[src/rtl/pc_next_unit_if.sv]
// Fetch/execute-side signal bundle for pc_next_unit.
// The return-address-stack signals exist only when PCU_RAS_EN is defined.
interface pc_next_unit_if #(
  parameter int ADDR_WIDTH = 32
);
  logic                  i_fetchReady;
  logic                  i_stall;
  logic                  i_step2;
  logic                  i_redirect;
  logic [1:0]            i_redirectOp;
  logic [ADDR_WIDTH-1:0] i_redirectPc;
  logic [ADDR_WIDTH-1:0] i_instIMM;
  logic [ADDR_WIDTH-1:0] i_regData;
  logic [ADDR_WIDTH-1:0] o_pc;
  logic                  o_pcValid;
  logic                  o_flush;
  logic                  o_misaligned;
  logic [ADDR_WIDTH-1:0] o_badAddr;
`ifdef PCU_RAS_EN
  logic                  i_rasPush;
  logic                  i_rasPop;
  logic [ADDR_WIDTH-1:0] o_rasTop;
  logic                  o_rasValid;
`endif

  modport master (
`ifdef PCU_RAS_EN
    output i_rasPush, i_rasPop,
    input  o_rasTop, o_rasValid,
`endif
    output i_fetchReady, i_stall, i_step2, i_redirect, i_redirectOp,
    output i_redirectPc, i_instIMM, i_regData,
    input  o_pc, o_pcValid, o_flush, o_misaligned, o_badAddr
  );

  modport slave (
`ifdef PCU_RAS_EN
    input  i_rasPush, i_rasPop,
    output o_rasTop, o_rasValid,
`endif
    input  i_fetchReady, i_stall, i_step2, i_redirect, i_redirectOp,
    input  i_redirectPc, i_instIMM, i_regData,
    output o_pc, o_pcValid, o_flush, o_misaligned, o_badAddr
  );
endinterface

[src/rtl/pc_next_unit.sv]
// Registered fetch-PC generator: sequential advance, execute redirects, misalignment halt.
// Optional return-address stack enabled by defining PCU_RAS_EN.
module pc_next_unit #(
  parameter int                    ADDR_WIDTH   = 32,
  parameter logic [ADDR_WIDTH-1:0] RESET_VECTOR = '0,
  parameter bit                    COMPRESSED   = 1'b0,
  parameter int                    RAS_DEPTH    = 4
) (
  input logic           i_clock,
  input logic           i_reset,
  pc_next_unit_if.slave bus
);

  typedef enum logic [1:0] {ST_BOOT, ST_RUN, ST_FLUSH, ST_HALT} state_t;

  localparam logic [ADDR_WIDTH-1:0] STEP4 = ADDR_WIDTH'(4);
  localparam logic [ADDR_WIDTH-1:0] STEP2 = ADDR_WIDTH'(2);

  state_t                state;
  logic [ADDR_WIDTH-1:0] pc_q;
  logic                  valid_q;
  logic                  flush_q;
  logic                  mis_q;
  logic [ADDR_WIDTH-1:0] bad_q;

  logic [ADDR_WIDTH-1:0] target;
  logic                  target_mis;
  logic [ADDR_WIDTH-1:0] seq_step;

  // NOTE: every signal gets a default at the top of always_comb so no path leaves it unassigned (no latch).
  always_comb begin
    target     = (bus.i_redirectOp[1] ? bus.i_regData : bus.i_redirectPc)
               + (bus.i_redirectOp[0] ? bus.i_instIMM : STEP4);
    target_mis = 1'b0;
    if (bus.i_redirectOp == 2'b11) target[0] = 1'b0;
    if (COMPRESSED) target_mis = (bus.i_redirectOp != 2'b11) && target[0];
    else            target_mis = target[1];
    seq_step = (COMPRESSED && bus.i_step2) ? STEP2 : STEP4;
  end

  // NOTE: sequential state uses non-blocking assignments so all registers update from pre-edge values.
  always_ff @(posedge i_clock or negedge i_reset) begin
    if (!i_reset) begin
      state   <= ST_BOOT;
      pc_q    <= RESET_VECTOR;
      valid_q <= 1'b0;
      flush_q <= 1'b0;
      mis_q   <= 1'b0;
      bad_q   <= '0;
    end else begin
      flush_q <= 1'b0;
      mis_q   <= 1'b0;
      if (state == ST_BOOT) begin
        state   <= ST_RUN;
        valid_q <= 1'b1;
      end else if (bus.i_redirect) begin
        // Redirect outranks stall and fetch, and is the only way out of HALT.
        valid_q <= 1'b0;
        if (target_mis) begin
          mis_q <= 1'b1;
          bad_q <= target;
          state <= ST_HALT;
        end else begin
          pc_q    <= target;
          flush_q <= 1'b1;
          state   <= ST_FLUSH;
        end
      end else if (state == ST_FLUSH) begin
        state   <= ST_RUN;
        valid_q <= 1'b1;
      end else if (state == ST_RUN && valid_q && bus.i_fetchReady && !bus.i_stall) begin
        pc_q <= pc_q + seq_step;
      end
    end
  end

  assign bus.o_pc         = pc_q;
  assign bus.o_pcValid    = valid_q;
  assign bus.o_flush      = flush_q;
  assign bus.o_misaligned = mis_q;
  assign bus.o_badAddr    = bad_q;

`ifdef PCU_RAS_EN
  localparam int PTR_W = (RAS_DEPTH > 1) ? $clog2(RAS_DEPTH) : 1;
  localparam int CNT_W = $clog2(RAS_DEPTH + 1);

  logic [ADDR_WIDTH-1:0] ras_mem [RAS_DEPTH];
  logic [PTR_W-1:0]      ras_top;
  logic [CNT_W-1:0]      ras_count;
  logic                  ras_empty;
  logic                  ras_pop_ok;
  logic                  ras_replace;
  logic [ADDR_WIDTH-1:0] ras_push_val;

  function automatic logic [PTR_W-1:0] ptr_inc(input logic [PTR_W-1:0] p);
    return (p == PTR_W'(RAS_DEPTH - 1)) ? '0 : p + PTR_W'(1);
  endfunction

  function automatic logic [PTR_W-1:0] ptr_dec(input logic [PTR_W-1:0] p);
    return (p == '0) ? PTR_W'(RAS_DEPTH - 1) : p - PTR_W'(1);
  endfunction

  assign ras_empty    = (ras_count == '0);
  assign ras_pop_ok   = bus.i_rasPop && !ras_empty;
  assign ras_replace  = bus.i_rasPush && ras_pop_ok;
  assign ras_push_val = bus.i_redirectPc + STEP4;

  // Circular buffer: a push on a full stack silently overwrites the oldest slot.
  always_ff @(posedge i_clock or negedge i_reset) begin
    if (!i_reset) begin
      ras_top   <= '0;
      ras_count <= '0;
    end else if (ras_replace) begin
      ras_top <= ras_top;
    end else if (bus.i_rasPush) begin
      ras_top <= ptr_inc(ras_top);
      if (ras_count != CNT_W'(RAS_DEPTH)) ras_count <= ras_count + CNT_W'(1);
    end else if (ras_pop_ok) begin
      ras_top   <= ptr_dec(ras_top);
      ras_count <= ras_count - CNT_W'(1);
    end
  end

  // NOTE: the stack storage is not reset; ras_count alone decides which entries are meaningful.
  always_ff @(posedge i_clock) begin
    if (bus.i_rasPush) ras_mem[ras_replace ? ras_top : ptr_inc(ras_top)] <= ras_push_val;
  end

  assign bus.o_rasTop   = ras_mem[ras_top];
  assign bus.o_rasValid = !ras_empty;
`endif

endmodule

[src/flat_wrapper.sv]
// flat-port wrapper written by rule: the top's interface ports become plain ports
module pc_next_unit_flat 
#(
  parameter int                    ADDR_WIDTH   = 32,
  parameter logic [ADDR_WIDTH-1:0] RESET_VECTOR = '0,
  parameter bit                    COMPRESSED   = 1'b0,
  parameter int                    RAS_DEPTH    = 4
)
  (i_clock, i_reset, bus_i_fetchReady, bus_i_stall, bus_i_step2, bus_i_redirect, bus_i_redirectOp, bus_i_redirectPc, bus_i_instIMM, bus_i_regData, bus_o_pc, bus_o_pcValid, bus_o_flush, bus_o_misaligned, bus_o_badAddr);
  pc_next_unit_if #(.ADDR_WIDTH(ADDR_WIDTH)) bus_i ();
  input logic i_clock;
  input logic i_reset;
  input wire logic [$bits(bus_i.i_fetchReady)-1:0] bus_i_fetchReady;
  input wire logic [$bits(bus_i.i_stall)-1:0] bus_i_stall;
  input wire logic [$bits(bus_i.i_step2)-1:0] bus_i_step2;
  input wire logic [$bits(bus_i.i_redirect)-1:0] bus_i_redirect;
  input wire logic [$bits(bus_i.i_redirectOp)-1:0] bus_i_redirectOp;
  input wire logic [$bits(bus_i.i_redirectPc)-1:0] bus_i_redirectPc;
  input wire logic [$bits(bus_i.i_instIMM)-1:0] bus_i_instIMM;
  input wire logic [$bits(bus_i.i_regData)-1:0] bus_i_regData;
  output wire logic [$bits(bus_i.o_pc)-1:0] bus_o_pc;
  output wire logic [$bits(bus_i.o_pcValid)-1:0] bus_o_pcValid;
  output wire logic [$bits(bus_i.o_flush)-1:0] bus_o_flush;
  output wire logic [$bits(bus_i.o_misaligned)-1:0] bus_o_misaligned;
  output wire logic [$bits(bus_i.o_badAddr)-1:0] bus_o_badAddr;
  assign bus_i.i_fetchReady = bus_i_fetchReady;
  assign bus_i.i_stall = bus_i_stall;
  assign bus_i.i_step2 = bus_i_step2;
  assign bus_i.i_redirect = bus_i_redirect;
  assign bus_i.i_redirectOp = bus_i_redirectOp;
  assign bus_i.i_redirectPc = bus_i_redirectPc;
  assign bus_i.i_instIMM = bus_i_instIMM;
  assign bus_i.i_regData = bus_i_regData;
  assign bus_o_pc = bus_i.o_pc;
  assign bus_o_pcValid = bus_i.o_pcValid;
  assign bus_o_flush = bus_i.o_flush;
  assign bus_o_misaligned = bus_i.o_misaligned;
  assign bus_o_badAddr = bus_i.o_badAddr;
  pc_next_unit #(.ADDR_WIDTH(ADDR_WIDTH), .RESET_VECTOR(RESET_VECTOR), .COMPRESSED(COMPRESSED), .RAS_DEPTH(RAS_DEPTH)) u_core (.i_clock(i_clock), .i_reset(i_reset), .bus(bus_i));
endmodule
[config.mk]
export PLATFORM = sky130hd
export DESIGN_NAME = pc_next_unit_flat
export DESIGN_NICKNAME = d
export VERILOG_FILES = /design/src/rtl/pc_next_unit_if.sv /design/src/rtl/pc_next_unit.sv /design/src/flat_wrapper.sv
export SDC_FILE = /design/constraint.sdc
export NUM_CORES = 1
export LEC_CHECK = 0
export ABC_AREA = 1
export CORE_MARGIN = 5
export CORE_UTILIZATION = 45
export DETAILED_ROUTE_END_ITERATION = 8
export GPL_TIMING_DRIVEN = 0
export PLACE_DENSITY = 0.87
export SETUP_SLACK_MARGIN = 0.1
export SYNTH_ARGS = -nofsm -noshare
export SYNTH_HDL_FRONTEND = slang
export SYNTH_SLANG_ARGS = --single-unit
export TNS_END_PERCENT = 1
[constraint.sdc]
create_clock -name i_clock -period 1.8 [get_ports i_clock]
set_input_delay 0.45 -clock i_clock [delete_from_list [all_inputs] [get_ports i_clock]]
set_output_delay 0.45 -clock i_clock [all_outputs]
set_load 0.01 [all_outputs]
# Yosys cells after proc, flatten, opt, wreduce, memory -nomap -nowiden
# Index checks and enable logic that the tools add are counted.
[word_totals] register_bits=69 latchBits=0 ram_bits=0 rom_bits=0 inputBits=104 elab_cells=43 n_memories=0
[classes] addsub=2 multipliers=0 n_div=0 n_lt_le_gt_ge=0 n_eq_ne=5 shifts=0 mux=20 bitwise=1 reduce_logical=9
[op_table] cell="32-bit two-way mux" count=6
[op_table] cell="32-bit by 3-bit adder with 32-bit output, second input constant" count=1
[op_table] cell="32-bit adder" count=1
[op_table] cell="1-bit two-way mux" count=11
[op_table] cell="2-bit two-way mux" count=3
[op_table] cell="2-bit equality test, second input constant" count=2
[op_table] cell="2-bit != test, second input constant" count=2
[op_table] cell="4-bit AND reduction" count=1
[op_table] cell="1-bit logical AND" count=3
[op_table] cell="3-bit AND reduction" count=1
[op_table] cell="3-bit nonzero test" count=1
[op_table] cell="2-bit by 1-bit equality test with 1-bit output, second input constant" count=1
[op_table] cell="2-bit logical NOT" count=1
[op_table] cell="2-bit nonzero test" count=1
[op_table] cell="1-bit logical NOT" count=1
[op_table] cell="1-bit inverter" count=1

# Longest topological paths before layout
# Gate-level depths: netlist of the first run.
[depth] ltp_word=7 ltp_mapped=19 ltp_nobuf=17

# Worst setup path before layout of the first run
# No wires, ideal clock.
[synth_path] kind="input -> register" from="in bus_i_redirectOp[1]" to="reg u_core.pc_q[29], in the netlist u_core.bus.o_pc[29]" setup_ns=0.116 arrival_ns=2.622 setup_slack_ns=-0.939 path_stages=15 path_cell_list="clkbuf_1 clkbuf_1 mux2_2 ha_1 or2_2 nand3b_1 nand2_1 nand2_1 nand2_1 nand2_1 nand2_1 nand2_1 nand3_1 nand2_1 nand2_1"
[synth_via] elab_chain_len=4 word_cells_on_any_way=6 classes_between="add/sub: 1; eq/ne: 1; mux: 3; reduce/logical: 1"
[synth_rtl] item="start: declaration" line_no="flat_wrapper.sv:17" rtl="input wire logic [$bits(bus_i.i_redirectOp)-1:0] bus_i_redirectOp;"
[synth_rtl] item="32-bit two-way mux *" line_no="pc_next_unit.sv:32" rtl="target = (bus.i_redirectOp[1] ? bus.i_regData : bus.i_redirectPc)"
[synth_rtl] item="32-bit adder *" line_no="pc_next_unit.sv:33" rtl="+ (bus.i_redirectOp[0] ? bus.i_instIMM : STEP4);"
[synth_rtl] item="2-bit != test (no line) or 32-bit two-way mux (tied branches)"
[synth_rtl] item="4-bit AND reduction (no line) or 32-bit two-way mux (tied branches)"
[synth_rtl] item="end signal: assignment" line_no="pc_next_unit.sv:64" rtl="pc_q <= target;"
[synth_rtl] item="end signal: assignment" line_no="pc_next_unit.sv:72" rtl="pc_q <= pc_q + seq_step;"
[synth_rtl] item="end: declaration" line_no="pc_next_unit.sv:20" rtl="logic [ADDR_WIDTH-1:0] pc_q;"
# Mark *: on every way between the ends. The rest lies on a longest branch, timed or not. The select of a mux whose other input is x is not followed.
# A chain may end at the register's enable or synchronous reset.

# Final worst setup path of the first run
[layout_path] from="in bus_i_redirectPc[8]" to="reg u_core.pc_q[23], in the netlist u_core.bus.o_pc[23]"
[layout_via] elab_chain_len=4
[layout_rtl] item="start: declaration" line_no="flat_wrapper.sv:18" rtl="input wire logic [$bits(bus_i.i_redirectPc)-1:0] bus_i_redirectPc;"
[layout_rtl] item="32-bit two-way mux" line_no="pc_next_unit.sv:32"
[layout_rtl] item="32-bit adder" line_no="pc_next_unit.sv:33"
[layout_rtl] item="32-bit two-way mux" line_no="pc_next_unit.sv:59" rtl="if (target_mis) begin"
[layout_rtl] item="32-bit two-way mux" line_no="pc_next_unit.sv:56" rtl="end else if (bus.i_redirect) begin"
# Every way passes these cells. The select of a mux whose other input is x is not followed.

==> results of run 1 <==
-- sequential cells by signal (all words and copies together), names as in the netlist --
signal and flops:
u_core.state 2, u_core.bus.o_misaligned 1, u_core.bus.o_badAddr 32, u_core.bus.o_pcValid 1
u_core.bus.o_pc 31, u_core.bus.o_flush 1
-- cell type report --
type / count / share of cell area [%]
clock buffers: 9 / 2.07
plain buffers: 22 / 2.40
clock inverters: 7 / 0.703
inverters: 191 / 6.74
flip-flops and latches: 68 / 15.8
multi-input cells: 750 / 51.5
well taps: 180 / 2.07
repair buffers: 212 / 18.7
-- how the worst max path moves through the flow --
stage	to	slack, ns	cells past startpoint	start
after floorplan	u_core.bus.o_pc[31]$_DFFE_PN0P_	-0.55	14	bus_i_redirectOp[1]
after global placement	u_core.bus.o_badAddr[25]$_DFFE_PN0P_	-1.96	1	i_reset
after detailed placement	u_core.bus.o_pc[14]$_DFFE_PN0P_	-1.09	10	bus_i_redirectPc[0]
after CTS	u_core.bus.o_pc[29]$_DFFE_PN0P_	-0.39	12	bus_i_redirectPc[16]
after global routing	u_core.bus.o_pc[23]$_DFFE_PN0P_	-0.73	16	bus_i_redirectPc[8]
final	u_core.bus.o_pc[23]$_DFFE_PN0P_	-0.74	16	bus_i_redirectPc[8]
-- critical path, delay by kind of cell --
kind / cells / cell delay [ns]
and+or+nand+nor: 10 / 1.15
buffers and inverters: 4 / 0.55
adders and majority gates: 1 / 0.32
muxes: 1 / 0.29
-- logic make-up (layout without fill, tap and decap cells) --
| logic type | Yosys count | in the layout | share of synthesized area [%] |
|---|---|---|---|
| mux | 31 | 31 | 5.39 |
| xor+xnor | 25 | 25 | 3.38 |
| compound gates | 77 | 77 | 6.86 |
| flops | 68 | 68 | 26.3 |
| simple gates | 583 | 583 | 38.8 |
| other cells | 1 | 1 | 0.0579 |
| buf+inv | 213 | 441 | 12.7 |
| fa+ha+maj | 33 | 33 | 6.49 |
-- repair_timing --
action | in CTS | in global routing
pin swaps | 61 | 134
buffers inserted | 22 | 22
gates resized for setup | 247 | 283
gates cloned | 0 | 3
endpoints found under the setup margin | 120 | 76
-- power by group --
group	switching, mW	internal (mW)
registers	0.584	2.05
logic	2.79	2.13
clock network	0.730	1.08
-- metrics by stage --
| step | hold slack (ns) | utilization (%) |
|---|---|---|
| after floorplan | 0.154 | - |
| after global placement | 0.459 | 61.5 |
| after detailed placement | 0.462 | 61.4 |
| after CTS | 0.262 | 69.3 |
| after global routing | 0.288 | 77.7 |
| final | 0.218 | 77.7 |
-- placed cells by master, fill, tap and decap left out, types with 27 or more instances in the layout --
| master | netlist | final |
|---|---|---|
| buf_4 | 1 | 43 |
| clkdlybuf4s50_1 | 0 | 73 |
| dfrtp_1 | 68 | 55 |
| dlygate4sd2_1 | 0 | 62 |
| dlymetal6s2s_1 | 0 | 27 |
| ha_4 | 0 | 27 |
| inv_1 | 185 | 156 |
| inv_2 | 4 | 30 |
| nand2_1 | 399 | 279 |
| nand2_2 | 6 | 89 |
| nand2_4 | 1 | 37 |
| nand3_1 | 66 | 35 |
| nor2_1 | 55 | 37 |
-- per-layer routing --
metal	up-vias	GRT usage, %	part of all wire, %
li1	3652	-	-
met3	199	4.09	8.8
met5	-	0	0
met1	3783	31.8	35
met4	0	11.0	7.6
met2	613	48.3	49
-- synth_stat cells (8+ instances only) --
cell / instances / area (sq um)
nand3_1: 66 / 330
mux2_2: 31 / 349
clkbuf_1: 11 / 41.3
nor2_1: 55 / 206
a21oi_1: 29 / 145
nor3_1: 14 / 70.1
nand4_1: 8 / 50.1
o21ai_0: 25 / 125
xor2_1: 12 / 105
dfrtp_1: 68 / 1700
ha_1: 32 / 400
nand2_1: 399 / 1500
inv_1: 185 / 694
xnor2_1: 13 / 114
buf_2: 9 / 45.0
==> summary.txt, run 1 <==
OUTCOME
-----------------------------------------------------------------------------------
Result of the run                                                      complete, but fails checks
Violations in the final reports                                        negative setup slack

SETUP PATH
-----------------------------------------------------------------------------------
Delay contributed by the slowest stage of the critical path                 0.39 ns
Maximum fanout count along the critical path                                      4
Worst Path Arrival                                                          2.78 ns
Classification of the worst setup path                                 input port to flip-flop
Capturing element type of the critical path                               flip-flop
Reg2reg path depth                                                               12
Worst-path cell chain                                                  clkdlybuf4s50_1, mux2_4, ha_4, nand2_2, inv_2, nand2_2, nor3_2, nand2_2, nand2_4, nand2_4, nand2_4, inv_2, nand2_2, nand3_2, nand2_1, inv_1
Most used cell, CP                                                          nand2_2
Slack of the worst reg-to-reg path                                         -0.12 ns
R2r startpoint                                                         u_core.bus.o_pc[3]$_DFFE_PN0P_
Worst R2R End                                                          u_core.bus.o_pc[30]$_DFFE_PN0P_
Cell with the largest stage delay on the worst path                    clkdlybuf4s50_1
Startpoint type of the worst setup path                                  input port
Data required, critical path                                                2.04 ns

SYNTHESIS
-----------------------------------------------------------------------------------
Share of the yosys chip area belonging to registers                           26.3%
Commonest register cell after synthesis                                     dfrtp_1
Avg Synthesized Cell Area                                                6.28 sq um
Unique masters post-synth                                                        49
Fraction of registers with async set or reset after synthesis                  100%
Syn nets                                                                      1,168
Yosys warns                                                                       0
Mapped Area                                                              6480 sq um
Count of state elements after synthesis                                          68
Synthesized instance count                                                    1,031
Number of synthesized flops with an enable pin                                    0

STA
-----------------------------------------------------------------------------------
Hold Violations, Final                                                            0
Post-route setup TNS                                                      -26.53 ns
Max Freq                                                                    393 MHz
Period utilization                                                             141%
Max transition margin                                                         41.5%
Final-report setup violation count                                               65
Tmin final                                                                  2.54 ns
Worst setup slack after layout                                            -0.742 ns
Tightest Pin Transition                                                    0.877 ns
Setup repair after global routing missed its margin                             yes
Final clock skew                                                         0.00370 ns
Fin. max-slew vios                                                                0

PWR
-----------------------------------------------------------------------------------
Worst IR Drop VDD                                                            478 uV
Reported leakage power                                                      5.80 nW
Power density relative to cell area                                     861 nW/um^2
Total power of the final layout                                             9.36 mW

DIE
-----------------------------------------------------------------------------------
Core Footprint                                                         14,000 sq um
Initial Util                                                                  46.3%
IO Count                                                                        171
Die width                                                                    130 um
Total number of placement rows                                                   43
Die outline area                                                       16,900 sq um
Die extent in y                                                              130 um

PLACED DESIGN
-----------------------------------------------------------------------------------
Gpl congestion                                                                0.939
DP Cell Count                                                                 1,376
Setup WS pre-CTS                                                           -1.09 ns
Number of port buffers                                                          165
Instance area at placement                                               8590 sq um
Post-DP HPWL                                                              17,100 um

CTS
-----------------------------------------------------------------------------------
Clock insertion delay at the later pin of the skew report                   0.34 ns
Maximum clock insertion buffer count                                              2
Number of sinks driven by the clock tree                                         68
Htree depth                                                                       3
Reg clk slew, reported paths                                                0.06 ns
Master cell of the clock root buffer                                      clkbuf_16
Num CTS Buffers                                                                   9
Hold-fix buffers at CTS                                                           0
TritonCTS clock tree                                                            yes

GRT
-----------------------------------------------------------------------------------
Maximum number of pins on one net before global-route repair                     69
Wire length of the first global-routing pass                              35,700 um
Number of global-route vias before repair                                     7,288
Initial antenna violation count                                                   0
Total GRT Usage                                                               26.8%
Total grt overflow                                                                0

CELLS AND AREA
-----------------------------------------------------------------------------------
Area taken by flip-flops and latches                                     1720 sq um
Area growth from synthesis to layout                                          67.8%
Diodes inserted                                                                   0
Total number of nets in the final design                                      1,391
Area of combinational cells with multiple inputs                         5590 sq um
Fill cell instance count of the final layout                                    862
Total non-filler cell area in the finished layout                      10,900 sq um
Count of placed standard cells in the final layout, fillers left out          1,439
Share of final-layout standard cells stronger than drive strength 1           35.3%

ROUTING
-----------------------------------------------------------------------------------
Via count                                                                     8,247
Post-DRT Antenna Nets                                                             0
Starting DRC count in detailed routing                                          830
Wire length after detailed routing                                        28,400 um
Post-route DRC                                                                    0
Drt via density                                                                5.73
Routed wire length per instance                                             19.7 um
First-pass iteration count of the detailed router                                 6

JOB
-----------------------------------------------------------------------------------
Number of violations of the max-capacitance limit                                 0

WORST HOLD PATH
-----------------------------------------------------------------------------------
Worst min-delay path class                                             input port to asynchronous set/reset pin

Note: power is estimated with default switching activity, not from simulation.
==> run 2: changes to the inputs <==
--- a/config.mk
+++ b/config.mk
@@ -9,6 +9,7 @@
 export CORE_MARGIN = 5
 export CORE_UTILIZATION = 45
 export DETAILED_ROUTE_END_ITERATION = 8
+export GPL_ROUTABILITY_DRIVEN = 0
 export GPL_TIMING_DRIVEN = 0
 export PLACE_DENSITY = 0.87
 export SETUP_SLACK_MARGIN = 0.1
==> run 2 against run 1 <==
Effect of this change:
- the run still ends with negative setup slack left
- global-route usage increased by 0.25 points
- utilization decreased by 3.2 points
- non-clock buffer count decreased by 18
- hold slack improved by 0.018 ns
- clock skew increased by 0.0054 ns
- die area unchanged
- setup slack got worse by 0.091 ns
- register-to-register slack got worse by 0.02 ns
- via count increased by 4.8%
- clock-buffer cell count increased by 2
- combinational power about the same
- fmax decreased by 3.4%
- critical path type unchanged
- largest power group unchanged
==> summary.txt, run 2 (synthesized netlist as in run 1, its figures left out) <==
OUTCOME
----------------------------------------------------------------------------------
Result of the run                                                     complete, but fails checks
Violations in the final reports                                       negative setup slack

PWR
----------------------------------------------------------------------------------
Switch Pwr                                                                 4.11 mW
Clk pwr share                                                                18.9%
Sw frac                                                                      44.3%
Int Power                                                                  5.17 mW
Power density relative to cell area                                    891 nW/um^2
Sequential power share                                                       28.4%
Worst IR Drop VDD                                                           497 uV
Combinational group share of total power                                     52.7%
Reported leakage power                                                     5.60 nW

GRT
----------------------------------------------------------------------------------
Total grt overflow                                                               0
Initial antenna violation count                                                  1
Maximum number of pins on one net before global-route repair                    69
Number of global-route vias before repair                                    7,588
Wire length of the first global-routing pass                             36,300 um
Total GRT Usage                                                              27.1%

CTS
----------------------------------------------------------------------------------
Number of sinks driven by the clock tree                                        68
Maximum clock insertion buffer count                                             2
Clock insertion delay at the later pin of the skew report                  0.34 ns
Hold-fix buffers at CTS                                                          0
TritonCTS clock tree                                                           yes
Reg clk slew, reported paths                                               0.06 ns
Num CTS Buffers                                                                  9
Master cell of the clock root buffer                                     clkbuf_16
Htree depth                                                                      3

JOB
----------------------------------------------------------------------------------
Number of violations of the max-capacitance limit                                0

DIE
----------------------------------------------------------------------------------
Initial Util                                                                 46.3%
Die outline area                                                      16,900 sq um
Die extent in y                                                             130 um
Die width                                                                   130 um
Core Footprint                                                        14,000 sq um
IO Count                                                                       171
Total number of placement rows                                                  43

ROUTING
----------------------------------------------------------------------------------
Wire length after detailed routing                                       29,800 um
Routed wire length per instance                                            20.9 um
Via count                                                                    8,645
First-pass iteration count of the detailed router                                9
Drt via density                                                               6.08
Post-route DRC                                                                   0
Post-DRT Antenna Nets                                                            0
Starting DRC count in detailed routing                                       1,303

STA
----------------------------------------------------------------------------------
Fin. max-slew vios                                                               0
Post-route setup TNS                                                     -31.57 ns
Hold Violations, Final                                                           0
Tmin final                                                                 2.63 ns
Period utilization                                                            146%
Setup repair after global routing missed its margin                            yes
Final hold slack                                                          0.236 ns
Max transition margin                                                        41.7%
Worst setup slack after layout                                           -0.832 ns
Tightest Pin Transition                                                   0.874 ns
Max Freq                                                                   380 MHz
Final clock skew                                                        0.00911 ns
Final-report setup violation count                                              66

SETUP PATH
----------------------------------------------------------------------------------
Classification of the worst setup path                                input port to flip-flop
Critical path buffers and inverters                                              2
Startpoint type of the worst setup path                                 input port
Worst Path Arrival                                                         2.80 ns
Most used cell, CP                                                         nand2_1
Data required, critical path                                               1.97 ns
Maximum fanout count along the critical path                                     4
Delay contributed by the slowest stage of the critical path                0.42 ns
Worst-path cell chain                                                 clkdlybuf4s50_1, mux2_4, ha_4, nand2_2, inv_2, nand2_2, nor3_2, nand3_2, nand4_1, nand2_1, nand2_1, nand2_1
CP delay by family, top                                               simple AND/OR/NAND/NOR gates
Capturing element type of the critical path                              flip-flop
Cell with the largest stage delay on the worst path                   clkdlybuf4s50_1

WORST HOLD PATH
----------------------------------------------------------------------------------
Worst min-delay path class                                            input port to asynchronous set/reset pin

CELLS AND AREA
----------------------------------------------------------------------------------
Most common cell after layout, fill and taps aside                         nand2_1
Commonest cells after routing, fill and taps aside                    316 x nand2_1, 169 x inv_1, 93 x clkdlybuf4s50_1
Area growth from synthesis to layout                                         60.9%
Diodes inserted                                                                  0
Number of flip-flops in the largest register                                    32
Share of final-layout standard cells stronger than drive strength 1          28.5%
Total number of nets in the final design                                     1,374
Fill cell instance count of the final layout                                   880

PLACED DESIGN
----------------------------------------------------------------------------------
Setup WS pre-CTS                                                          -1.09 ns
Number of port buffers                                                         165
Post-DP HPWL                                                             16,700 um

run 2: cell count changes in the layout (fill, tap and decap cells not counted), sizes merged, moves of 2 or more:
cell,before,now
clkdlybuf4s50,73,93
buf,63,44
dlygate4sd2,62,46
dlymetal6s2s,27,23
clkbuf,17,19
inv,191,189
run 2: final timing paths:
check	startpoint	endpoint	slack (ns)	cells after the start
min in group i_clock	u_core.bus.o_badAddr[1]$_DFFE_PN0P_	u_core.bus.o_badAddr[1]$_DFFE_PN0P_	0.47	1
max	bus_i_redirectPc[12]	u_core.bus.o_badAddr[24]$_DFFE_PN0P_	-0.83	12
max in group asynchronous	i_reset	u_core.bus.o_pc[28]$_DFFE_PN0P_	0.95	1
min reg2reg	u_core.bus.o_badAddr[1]$_DFFE_PN0P_	u_core.bus.o_badAddr[1]$_DFFE_PN0P_	0.47	1
max reg2reg	u_core.bus.o_pc[2]$_DFFE_PN0P_	u_core.bus.o_pc[14]$_DFFE_PN0P_	-0.14	10
min	i_reset	u_core.bus.o_pc[13]$_DFFE_PN0P_	0.24	1
run 2: what timing repair did:
item / in CTS / in global routing
pin swaps: 36 / 80
setup buffers: 9 / 19
gates resized for setup: 222 / 181
gates cloned: 2 / 0
endpoints found under the setup margin: 112 / 82
run 2: area by class of cell:
| type | count | area, sq um | share of cell area [%] |
|---|---|---|---|
| clock buffers | 11 | 233 | 2.23 |
| flip-flops and latches | 68 | 1710 | 16.5 |
| plain buffers | 22 | 278 | 2.67 |
| inverters | 191 | 732 | 7.03 |
| multi-input cells | 751 | 5300 | 50.9 |
| well taps | 180 | 225 | 2.16 |
| repair buffers | 194 | 1880 | 18.1 |
| clock inverters | 5 | 52.6 | 0.504 |
run 2: stage by stage:
stage               std cells  utilization [%]  area (sq um)  total power, mW
floorplan                1031                -          6720             4.61
global placement         1376             61.5          8600             6.45
detailed placement       1376             61.4          8590             6.56
CTS                      1403             68.9          9640             8.46
global route             1422             74.5         10400             9.66
finish                   1422             74.5         10400             9.28
run 2: power by group through the flow:
stage	Sequential, mW	Clock [mW]	Combinational, mW
floorplan	2.68	0	1.93
global placement	2.58	0	3.87
detailed placement	2.59	0	3.97
CTS	2.58	1.73	4.16
global route	2.69	1.80	5.18
finish	2.64	1.76	4.89
run 2: routing by layer:
| metal | vias to the layer above | share of wire (%) | global-route usage (%) |
|---|---|---|---|
| met1 | 3804 | 31 | 31.1 |
| met2 | 865 | 44 | 46.7 |
| met3 | 375 | 12 | 4.50 |
| met4 | 2 | 12 | 16.9 |
| met5 | - | 0.044 | 0 |
| li1 | 3599 | - | - |
==> edit, RTL diff (config.mk and constraints of run 2) <==
Encoding of `state_t`: now one-hot (4 bits for 4 states).
--- a/src/rtl/pc_next_unit.sv
+++ b/src/rtl/pc_next_unit.sv
@@ -13,3 +13,3 @@
 
-  typedef enum logic [1:0] {ST_BOOT, ST_RUN, ST_FLUSH, ST_HALT} state_t;
+  typedef enum logic [3:0] {ST_BOOT = 4'b0001, ST_RUN = 4'b0010, ST_FLUSH = 4'b0100, ST_HALT = 4'b1000} state_t;
 
Check against the original RTL: no difference found for any inputs over 10 cycles, from zero or initial values and one cycle with i_reset low; not proved beyond that.
==> edit against run 2 <==
- sequential cell count rose by 1
- critical path depth fell by 1
- worst setup slack improved by 0.35 ns
- clock power rose by 3%
- count of clock-buffer cells in the layout did not move
- synthesized area rose by 0.31%
- critical endpoint is now u_core.bus.o_pc[25]
- die area rose by 0.28%
- highest routed layer is now met4
- design area fell by 4.8%
- wire length fell by 21%
- power fell by 7.2%
- fmax rose by 15%
- sequential share of layout area rose by 1.0 points
- the run ends with design-rule violations, negative setup slack left
- global-route usage fell by 1.0 points
==> edit: results <==
[power]
cellLeakagePower_nw = 5.17
vdd_ir_drop_max_mv = 0.443
power.share.switching_pct = 41.7

[final_layout]
buffer_area_share_pct = 20.8
layout.area.seq_um2 = 1730
inverters_excl_clock = 177
clock_tree_area_fraction_pct = 3.05
fraction_of_area_in_multi_input_gates_pct = 49.6

[timing]
report.final.setup_viol = 69
final.setup.worst_slack_ns = -0.483

[routing]
met3_wirelength_mm = 2.56
detail_route.drc_violations = 1

[global_routing]
largest_net_degree_at_the_start_of_global_routing = 70

[synth]
netlist-cell-type-count = 41
synth-seq-cells = 69
netlist_top_cells_area = "sky130_fd_sc_hd__dfrtp_1 (26%), sky130_fd_sc_hd__nand2_1 (23%), sky130_fd_sc_hd__inv_1 (9.9%)"
portion_of_the_post_synthesis_area_used_by_sequential_elements_pct = 26.6
avgSynthCellArea_um2 = 6.22

[run_status]
violations = "design-rule violations, negative setup slack"
result_of_the_run = "finished, violations left"

[setup_path]
setup.worst_path.start = "bus_i_regData[19]"
cp_slowest_stage_delay_ns = 0.39

[placed_design]
port-buffer-count = 166
placed_cell_area_um2 = 8450
dp_hpwl_mm = 16.5

[floorplanning]
floorplan.die.width_um = 130
edit: logic make-up after synthesis:
logic type / count (synthesis) / share of synthesized area (%)
simple gates: 621 / 40.7
xor+xnor: 21 / 2.83
other cells: 1 / 0.0577
compound gates: 69 / 5.97
buf+inv: 199 / 12.0
fa+ha+maj: 33 / 6.47
mux: 31 / 5.37
flops: 69 / 26.6
edit: power by group through the flow:
stage / Sequential [W] / Clock, W / Combinational, W
finish: 0.00263 / 0.00181 / 0.00418
global route: 0.00267 / 0.00189 / 0.00451
CTS: 0.00259 / 0.00182 / 0.00388
detailed placement: 0.00261 / 0 / 0.00377
global placement: 0.00260 / 0 / 0.00367
floorplan: 0.00271 / 0 / 0.00177
edit: what timing repair did:
item | CTS | global route
gates cloned | 1 | 0
pin swaps | 15 | 26
hold endpoints to repair | 0 | 0
resized for setup | 190 | 118
setup endpoints to repair | 118 | 83
buffers inserted | 14 | 5
